==> src/rtl/cache_mem_arbiter.sv <==
// Round-robin arbiter sharing one line-wide memory port between the I-cache and D-cache.
// One transaction is outstanding at a time; address, write data and operation are latched at grant.
module cache_mem_arbiter #(
    parameter int ADDR_W = 32,
    parameter int LINE_W = 256
) (
    input  logic              clk,
    input  logic              rst,
    input  logic              i_read,
    input  logic [ADDR_W-1:0] i_address,
    output logic [LINE_W-1:0] i_rdata,
    output logic              i_resp,
    input  logic              d_read,
    input  logic              d_write,
    input  logic [ADDR_W-1:0] d_address,
    input  logic [LINE_W-1:0] d_wdata,
    output logic [LINE_W-1:0] d_rdata,
    output logic              d_resp,
    output logic              mem_read,
    output logic              mem_write,
    output logic [ADDR_W-1:0] mem_address,
    output logic [LINE_W-1:0] mem_wdata,
    input  logic [LINE_W-1:0] mem_rdata,
    input  logic              mem_resp,
    output logic              busy
);

    typedef enum logic [1:0] {
        IDLE,
        SERVE_I,
        SERVE_D
    } state_t;

    state_t            state;
    logic              last_d;
    logic              op_write;
    logic [ADDR_W-1:0] addr_q;
    logic [LINE_W-1:0] wdata_q;
    logic              req_i;
    logic              req_d;
    logic              grant_i;
    logic              grant_d;

    // On a tie, whoever was not served last wins.
    always_comb begin
        req_i   = i_read;
        req_d   = d_read | d_write;
        grant_i = req_i & (~req_d | last_d);
        grant_d = req_d & ~grant_i;
    end

    always_ff @(posedge clk or posedge rst) begin
        if (rst) begin
            state    <= IDLE;
            last_d   <= 1'b1;
            op_write <= 1'b0;
            addr_q   <= '0;
            wdata_q  <= '0;
            busy     <= 1'b0;
        end else begin
            case (state)
                IDLE: begin
                    if (grant_i) begin
                        state    <= SERVE_I;
                        addr_q   <= i_address;
                        op_write <= 1'b0;
                        busy     <= 1'b1;
                    end else if (grant_d) begin
                        state    <= SERVE_D;
                        addr_q   <= d_address;
                        wdata_q  <= d_wdata;
                        op_write <= d_write;
                        busy     <= 1'b1;
                    end
                end
                SERVE_I, SERVE_D: begin
                    if (mem_resp) begin
                        state  <= IDLE;
                        last_d <= (state == SERVE_D);
                        busy   <= 1'b0;
                    end
                end
                default: begin
                    state <= IDLE;
                    busy  <= 1'b0;
                end
            endcase
        end
    end

    // busy is a register cleared by reset, so the memory strobes drop asynchronously with it.
    assign mem_read    = busy & ~op_write;
    assign mem_write   = busy & op_write;
    assign mem_address = addr_q;
    assign mem_wdata   = wdata_q;
    assign i_resp      = (state == SERVE_I) & mem_resp;
    assign d_resp      = (state == SERVE_D) & mem_resp;
    assign i_rdata     = mem_rdata;
    assign d_rdata     = mem_rdata;

endmodule
==> config.mk <==
export PLATFORM = sky130hd
export DESIGN_NAME = cache_mem_arbiter
export DESIGN_NICKNAME = d
export VERILOG_FILES = /design/src/rtl/cache_mem_arbiter.sv
export SDC_FILE = /design/constraint.sdc
export NUM_CORES = 1
export LEC_CHECK = 0
export ABC_AREA = 1
export ABC_CLOCK_PERIOD_IN_PS = 10300
export CORE_AREA = 2 2 547 549
export DETAILED_ROUTE_END_ITERATION = 10
export DIE_AREA = 0 0 549 551
export GPL_TIMING_DRIVEN = 0
export PLACE_DENSITY = 0.33
export SETUP_SLACK_MARGIN = 0.3
export SYNTH_ARGS = -nofsm -noshare
export SYNTH_HDL_FRONTEND = slang
export SYNTH_SLANG_ARGS = --single-unit
==> constraint.sdc <==
create_clock -name clk -period 10.3 [get_ports clk]
set_input_delay 1.545 -clock clk [delete_from_list [all_inputs] [get_ports clk]]
set_output_delay 1.545 -clock clk [all_outputs]
set_load 0.02 [all_outputs]
After elaboration in Yosys (flattened, before gate mapping)
Cells that the tools add are included.
{"block": "op_classes", "addsub": 0, "n_mul": 0, "div": 0, "n_lt_le_gt_ge": 0, "eq_ne": 4, "shifts": 0, "mux": 12, "n_bitwise": 11, "reduce_logical": 7}
{"op": "2-to-1 mux 32 bit", "count": 2}
{"op": "AND 1 bit", "count": 6}
{"op": "2-to-1 mux 2 bit", "count": 3}
{"op": "AND reduction 2 bit", "count": 3}
{"op": "2-to-1 mux 1 bit", "count": 5}
{"op": "one-hot mux 2 bit (2 select lines)", "count": 1}
{"op": "inequality test 3 bit, second input constant", "count": 1}
{"op": "NOT 1 bit", "count": 3}
{"op": "AND reduction 3 bit", "count": 1}
{"op": "== test 2 x 1 -> 1 bit, second input constant", "count": 1}
{"op": "== test 2 bit, second input constant", "count": 1}
{"op": "logical NOT 2 bit", "count": 1}
{"op": "inequality test 2 bit, second input constant", "count": 1}
{"op": "OR 1 bit", "count": 2}
{"op": "one-hot mux 1 bit (2 select lines)", "count": 1}
{"op": "nonzero test 2 bit", "count": 1}
{"op": "OR reduction 2 bit", "count": 1}
{"block": "totals", "register_bits": 293, "latchBits": 0, "mem_bits_rw": 0, "romBits": 0, "input_bits": 582, "output_inout_bits": 805, "n_memories": 0}

Logic depth before layout (Yosys ltp)
Gate-level depths: netlist of run 1.
{"block": "depth", "depth_word": 9, "depth_mapped": 9, "depth_no_buf": 7}

Worst setup path before layout of run 1
Ideal clock, no wire load.
{"block": "synth_path", "path_type": "in2out", "startpoint": "in mem_resp", "endpoint": "out d_resp", "arrival_ps": 1728, "required_time_ps": 8755, "setup_slack_ps": 7027, "stages": 2, "path_buffers": 0, "cell_sequence": "nand2_1 inv_1"}
{"block": "synth_between", "elab_chain_len": 1}
{"item": "start: declaration", "line": "24", "source": "input logic mem_resp,"}
{"item": "AND 1 bit", "line": "97", "source": "assign d_resp = (state == SERVE_D) & mem_resp;"}
{"item": "end: declaration", "line": "18", "source": "output logic d_resp,"}
Every way passes these cells.

Worst setup path in the final report of run 1
Ends and elaborated chain as after synthesis.

==> parameters.txt, run 1 <==
Parameter                              Value

Yosys
  Synth warn    0
  Post-synth top area share    45.6%
  Dominant cells by area after synthesis    sky130_fd_sc_hd__dfrtp_1 46%, sky130_fd_sc_hd__buf_4 25%, sky130_fd_sc_hd__nand2_1 15%
  Syn Std Cell Area    16000 sq um
  Synth cell types    17
  EDFF count, synth    0
  Dominant cell type by area after synthesis    sky130_fd_sc_hd__dfrtp_1
  Ys flop type    sky130_fd_sc_hd__dfrtp_1
  Part of the Yosys area used for sequential elements    between 40% and 50%
  Avg Cell Area, Syn    a little over 8 sq um
  Number of nets in the synthesized netlist    approximately 2500
  Gate Count Post-Synth    roughly 1900
  Proportion of synthesized flip-flops having asynchronous set or reset    100%
  Post-synthesis sequential element count    just under 300

Final layout
  Footprint of the multi-input gates    4050 sq um
  Final net count    3705
  Most common library cell in the layout ignoring fill and taps    sky130_fd_sc_hd__clkdlybuf4s50_1
  Non-filler cells in the finished layout    7127
  Fill count    roughly 34000
  Fraction of layout cells with a size suffix above 1    21.1%
  Final core area utilization    between 10 and 15%
  Signed area change from the synthesized netlist to the final layout    112%
  Most used cells in the layout excluding fill and tap cells    1129 x sky130_fd_sc_hd__clkdlybuf4s50_1, 624 x sky130_fd_sc_hd__nand2_1, 532 x sky130_fd_sc_hd__buf_4, 323 x sky130_fd_sc_hd__nand3_1, 292 x sky130_fd_sc_hd__dfrtp_1
  Total area of sequential cells    7330 sq um

CTS
  Number of buffers created by CTS    between 40 and 50
  Worst-skew pair later-pin latency    around 670 ps
  CTS H-tree depth    2
  Post_cts resized    0
  Clock Tree Root    sky130_fd_sc_hd__clkbuf_16
  Number of sinks driven by the clock tree    293
  Setup fix buffers added after clock tree synthesis    0
  Number of hold-repair buffers added at the cts stage    0
  Number of buffers on the longest clock path    3
  Clock edge transition at the registers on the reported setup and hold paths    50 ps
  Clock tree from TritonCTS    built

Worst setup path
  Required time worst endpoint    a little under 9000 ps
  Setup Crit Path Kind    input port to output pin
  Delay of the slowest cell on the worst path    approximately 630 ps
  Crit path top cell by count    sky130_fd_sc_hd__clkdlybuf4s50_1
  Minimum setup slack among reg-to-reg paths    roughly 7300 ps
  Critical Path, Cell by Cell    clkdlybuf4s50_1 > nand2_1 > inv_1 > clkdlybuf4s50_1
  Maximum fanout along the worst path    4
  Max stage delay cell, worst path    sky130_fd_sc_hd__clkdlybuf4s50_1
  Cell count of the worst reg-to-reg path    7
  Crit. End Element    output pin
  CP Launch Type    input port
  Buffers and inverters on the worst path    3
  Worst EP arrival    around 2900 ps
  Worst flop-to-flop path startpoint    state[0]$_DFFE_PP0P_
  Reg-to-Reg End    mem_wdata[88]$_DFFE_PP0P_
  Kind of cell adding the most delay to the critical path    buffers and inverters

GRT
  Overall fraction of global-route tracks in use    approximately a tenth
  Global-route wire length before repair    204 mm
  Pin count of the biggest net entering global routing    98
  Grt ovf    0
  Initial antenna violation count    65
  Vias in the first global route    ~18000

Floorplanning
  Initial cell density of the core    under 10%
  Die span in y    around 550 microns
  Die Width    549 microns
  Core ar.    approximately 300000 sq um
  Area enclosed by the die boundary    around 300000 sq um
  Number of I/O pins    between 1000 and 1500
  Site row count    200

Place
  Global placement routability congestion    0.881
  Count of buffers inserted at the top-level ports    1129
  Estimated wirelength of the detail-placed design    between 100 and 150 mm
  Placed cell count    roughly 7000

STA
  Endpoints failing hold    0
  RSZ-0062 raised after global routing    no
  Post-layout minimum cycle time    about 4400 ps
  Max-Slew Margin vs Limit    between 20% and 30%
  Max-slew violations    0
  Achievable Freq    227 MHz
  Number of setup violations in the final report    0
  Worst-Margin Slew    about 1100 ps
  Post-route clock period utilization    42.7%
  Post-Route Skew    roughly 17 ps

Worst hold path
  Type of the most critical hold path    flip-flop to flip-flop
  Startpoint of the tightest hold check path    mem_wdata[249]$_DFFE_PP0P_
  Destination of the worst hold path    mem_wdata[249]$_DFFE_PP0P_
  Number of cells on the worst hold path    2

Pwr
  Peak supply drop    roughly 0.12 mV
  Power density relative to cell area    ~260 nW/um^2
  Leakage    around 0.015 uW

Outcome
  Run status    finished, final reports clean

Detailed routing
  Average vias per placed instance    2.45
  Avg WL per Cell    between 20 and 25 microns
  Violation count after the first detailed-routing iteration    between 900 and 1000
  Number of nets still failing antenna checks after routing    0
  Remaining design rule violation count    0
  Overall via count from detail_route    around 17000
  Total iterations of the first detailed-routing run    4
  Total wirelength of the detailed-routed design    ~170 mm

Flow run
  Number of maximum-capacitance constraint violations    0
## synthesized netlist by cell type, types with 2 or more instances
cell type                  number
sky130_fd_sc_hd__nand2_1      624
sky130_fd_sc_hd__buf_4        532
sky130_fd_sc_hd__nand3_1      323
sky130_fd_sc_hd__dfrtp_1      292
sky130_fd_sc_hd__inv_1         75
sky130_fd_sc_hd__buf_2         45
sky130_fd_sc_hd__clkbuf_1      34
sky130_fd_sc_hd__ha_1           3
sky130_fd_sc_hd__a21oi_2        2
sky130_fd_sc_hd__buf_1          2
sky130_fd_sc_hd__o21ai_0        2
## sequential cells by signal, summed over array words and instances, names as in the netlist
name / flops
mem_wdata: 256
mem_address: 32
state: 2
busy: 1
last_d: 1
op_write: 1
## worst max path at each step
stage / startpoint / to / slack [ps] / cells past startpoint
global route: mem_resp / d_resp / 5830 / 4
floorplan: rst / busy$_DFFE_PP0P_ / 670 / 1
finish: mem_resp / d_resp / 5900 / 4
global placement: rst / mem_address[10]$_DFFE_PP0P_ / -5630 / 2
detailed placement: d_write / mem_wdata[160]$_DFFE_PP0P_ / 5750 / 7
CTS: mem_resp / d_resp / 5890 / 4
## metrics by stage
| stage | worst slack (ps) | total power (uW) | setup TNS, ps | hold slack, ps | cell area, sq um |
|---|---|---|---|---|---|
| after CTS | 5890 | 9100 | 0 | 472 | 33900 |
| final | 5900 | 8760 | 0 | 466 | 34000 |
| after detailed placement | 5750 | 7290 | 0 | 458 | 32300 |
| after global placement | -5630 | 7290 | -1591210 | 458 | 32300 |
| after floorplan | 666 | 4140 | 0 | 464 | 16000 |
| after global routing | 5830 | 9410 | 0 | 488 | 33900 |
## final cells by class
type | instances | share of cell area (%)
Antenna cell | 35 | 0.258
Buffer | 613 | 12.8
Clock buffer | 56 | 3.67
Clock inverter | 25 | 0.960
Inverter | 76 | 0.861
Multi-Input combinational cell | 958 | 11.9
Sequential cell | 293 | 21.6
Tap cell | 3939 | 14.5
Timing Repair Buffer | 1132 | 33.5
## worst min-delay path, delay by kind of cell (launching register included)
kind / cells / cell delay (ps)
flops: 1 / 340
simple gates: 2 / 90
## per-layer routing
metal / vias up / routed length, microns / GRT usage [%]
met1: 8288 / 64200 / 11.7
met3: 156 / 19200 / 5.16
li1: 7989 / - / -
met2: 998 / 79300 / 17.9
met4: 30 / 3100 / 2.25
met5: - / 191 / 0
## power by group
group	internal, uW	leakage, uW	switching (uW)
Sequential	1730	0.00359	360
Clock	1010	0.000770	681
Combinational	1790	0.0102	3180
## logic make-up (layout without fill, tap and decap cells)
logic type	Yosys count	after routing	synth area share (%)
and+or+nand+nor	950	950	24.8
buffers and inverters	689	1902	29.0
DFF	293	293	45.8
AOI/OAI and AO/OA	5	5	0.227
adders and majority gates	3	3	0.234
other	0	35	0
Note: power is estimated with default switching activity, not from simulation.
==> run 2, diff against run 1 <==
--- a/config.mk
+++ b/config.mk
@@ -6,7 +6,7 @@
 export NUM_CORES = 1
 export LEC_CHECK = 0
 export ABC_AREA = 1
-export ABC_CLOCK_PERIOD_IN_PS = 10300
+export ABC_CLOCK_PERIOD_IN_PS = 4300
 export CORE_AREA = 2 2 547 549
 export DETAILED_ROUTE_END_ITERATION = 10
 export DIE_AREA = 0 0 549 551
==> constraint.sdc (replaced) <==
create_clock -name clk -period 4.3 [get_ports clk]
set_input_delay 0.645 -clock clk [delete_from_list [all_inputs] [get_ports clk]]
set_output_delay 0.645 -clock clk [all_outputs]
set_load 0.02 [all_outputs]
==> parameters.txt, run 2 (synthesis gave the netlist of run 1 again) <==
Parameter                              Value

Pwr
  Cell Int Power    10700 uW (+140%)
  Total Power Consumption    20900 uW (+140%)
  Net switching power figure    10200 uW (+140%)
  Fraction of power spent switching nets    48.7% (+0.49 points)
  Part of the total power dissipated in combinational logic    57.4% (+0.6 points)
  Leakage    0.0146 uW (about the same)
  Sequential group share of total power    23.9% (about the same)
  Clock network fraction of design power    18.7% (-0.6 points)
  Power density relative to cell area    614 nW/um^2 (+140%)
  Peak supply drop    0.370 mV (+200%)

STA
  Aggregate negative setup slack    0 ps (unchanged)
  Post-Route Skew    38.7 ps (+21.5 ps)
  Achievable Freq    around 350 MHz
  Fin worst setup slack    1470 ps (-4440 ps)
  Number of setup violations in the final report    0 (unchanged)
  Post-route clock period utilization    between 60% and 70%
  RSZ-0062 raised after global routing    no
  Hold_ws    451 ps (-15.3 ps)
  Endpoints failing hold    0 (unchanged)
  Post-layout minimum cycle time    around 2800 ps
  Max-slew violations    0 (unchanged)
  Max-Slew Margin vs Limit    43.4% (+17 points)
  Worst-Margin Slew    846 ps (-260 ps)

Floorplanning
  Core ar.    296000 sq um (unchanged)
  Die span in y    551 microns (unchanged)
  Number of I/O pins    1387 (unchanged)
  Initial cell density of the core    5.41% (unchanged)
  Site row count    200 (unchanged)
  Area enclosed by the die boundary    302000 sq um (unchanged)
  Die Width    549 microns (unchanged)

Final layout
  Most used cells in the layout excluding fill and tap cells    1129 x sky130_fd_sc_hd__clkdlybuf4s50_1, 624 x sky130_fd_sc_hd__nand2_1, 532 x sky130_fd_sc_hd__buf_4, 323 x sky130_fd_sc_hd__nand3_1, 292 x sky130_fd_sc_hd__dfrtp_1
  Number of flip-flops in the largest register    256 (unchanged)
  Post-Layout Inst Area    34000 sq um (about the same)
  Fraction of layout cells with a size suffix above 1    21.1% (about the same)
  Fill count    34300 (+0.12%)
  Signed area change from the synthesized netlist to the final layout    112% (about the same)
  Footprint of the multi-input gates    4050 sq um (unchanged)
  Total area of sequential cells    7330 sq um (unchanged)
  Most common library cell in the layout ignoring fill and taps    sky130_fd_sc_hd__clkdlybuf4s50_1
  Final net count    3710 (+0.13%)

Detailed routing
  Violation count after the first detailed-routing iteration    840 (-12%)
  Total iterations of the first detailed-routing run    5 (+1)
  Remaining design rule violation count    0 (unchanged)
  Total wirelength of the detailed-routed design    167 mm (+0.40%)
  Avg WL per Cell    23.4 microns (+0.40%)
  Overall via count from detail_route    17500 (-0.034%)
  Number of nets still failing antenna checks after routing    0 (unchanged)
  Average vias per placed instance    2.45 (about the same)

GRT
  Global-route wire length before repair    204 mm (-0.36%)
  M3 GR Usage    6.36% (+1.2 points)
  Initial antenna violation count    62 (-4.6%)
  Overall fraction of global-route tracks in use    10.5% (+0.016 points)
  GR Util met1    11.0% (-0.73 points)
  Grt ovf    0 (unchanged)
  Pin count of the biggest net entering global routing    39 (-60%)
  Global-route track usage on met2    17.6% (-0.26 points)
  Layer carrying the most global-route usage    met2
  Vias in the first global route    18000 (-1.1%)

Place
  Cell area reported after detailed placement    32400 sq um (+0.29%)
  Global placement routability congestion    0.848 (-3.8%)
  Post-Place Setup Slack    669 ps (-5090 ps)
  Count of buffers inserted at the top-level ports    1129 (unchanged)
  Estimated wirelength of the detail-placed design    151 mm (+1.2%)

Worst setup path
  Crit. End Element    flip-flop
  CP Launch Type    flip-flop
  Worst EP arrival    3430 ps (+580 ps)
  Maximum fanout along the worst path    10 (+6)
  Setup Crit Path Kind    flip-flop to flip-flop
  Cell count of the worst reg-to-reg path    7 (unchanged)
  Required time worst endpoint    4900 ps (-3860 ps)

Flow run
  Number of maximum-capacitance constraint violations    0 (unchanged)

CTS
  Post_cts resized    0 (unchanged)
  Clock tree from TritonCTS    built
  Number of hold-repair buffers added at the cts stage    0 (unchanged)
  Number of sinks driven by the clock tree    293 (unchanged)
  Clock Tree Root    sky130_fd_sc_hd__clkbuf_16
  Number of buffers created by CTS    45 (-2.2%)
  CTS H-tree depth    2 (unchanged)
  Clock edge transition at the registers on the reported setup and hold paths    60 ps (about the same)
  Worst-skew pair later-pin latency    680 ps (about the same)
  Setup fix buffers added after clock tree synthesis    0 (unchanged)
  Number of buffers on the longest clock path    3 (unchanged)

Worst hold path
  Type of the most critical hold path    input port to async pin

Outcome
  Run status    finished, final reports clean
run 2: changes by cell type in the layout (fill, tap and decap cells not counted), moves of 3 or more:
cell	change
sky130_fd_sc_hd__clkbuf_8	+6
sky130_fd_sc_hd__diode_2	-7
sky130_fd_sc_hd__clkbuf_1	+6
sky130_fd_sc_hd__bufinv_16	-4
sky130_fd_sc_hd__buf_12	+9
sky130_fd_sc_hd__buf_16	-3
sky130_fd_sc_hd__clkinv_2	-5
run 2: power by group through the flow:
stage          clock network (uW)  logic (uW)  registers, uW
2_1_floorplan                   0        3420           6500
3_3_place_gp                    0       12600           5020
3_5_place_dp                    0       12500           5050
4_1_cts                      4120       12600           5030
5_1_grt                      4180       13100           5190
6_report                     3900       12000           5000
run 2: path summary, 6_finish.rpt:
path	start	end	slack (ps)
worst max-delay path	state[0]$_DFFE_PP0P_	mem_wdata[205]$_DFFE_PP0P_	1470
worst min-delay path	rst	mem_wdata[162]$_DFFE_PP0P_	450
worst max register to register	state[0]$_DFFE_PP0P_	mem_wdata[205]$_DFFE_PP0P_	1470
worst min register to register	mem_wdata[81]$_DFFE_PP0P_	mem_wdata[81]$_DFFE_PP0P_	470
max in group asynchronous	rst	mem_wdata[20]$_DFFE_PP0P_	2330
min in group clk	mem_wdata[81]$_DFFE_PP0P_	mem_wdata[81]$_DFFE_PP0P_	470
run 2: critical path: stages (launching register included):
cell,delay [ps]
sky130_fd_sc_hd__dfrtp_1,400
sky130_fd_sc_hd__inv_1,90
sky130_fd_sc_hd__ha_1,140
sky130_fd_sc_hd__buf_2,360
sky130_fd_sc_hd__clkbuf_2,600
sky130_fd_sc_hd__clkbuf_1,560
sky130_fd_sc_hd__nand3_1,430
sky130_fd_sc_hd__nand2_1,170
run 2: metal layers:
layer | wire length [microns] | part of all wire [%]
met5 | 234 | 0.14
met3 | 23200 | 14
met2 | 78300 | 47
met1 | 60400 | 36
met4 | 4490 | 2.7
run 2: through the flow:
stage / utilization, % / cells
after global placement: 10.9 / 7008
after global routing: 11.5 / 7107
after detailed placement: 10.9 / 7017
after floorplan: - / 1940
after CTS: 11.5 / 7099
final: 11.5 / 7127
run 2: area by class of cell:
type | instances | share of cell area (%)
diodes | 28 | 0.206
multi-input cells | 958 | 11.9
clock inverters | 14 | 0.552
clock buffers | 68 | 3.92
flip-flops and latches | 293 | 21.6
well taps | 3939 | 14.5
plain buffers | 613 | 12.8
inverters | 76 | 0.849
repair buffers | 1138 | 33.7
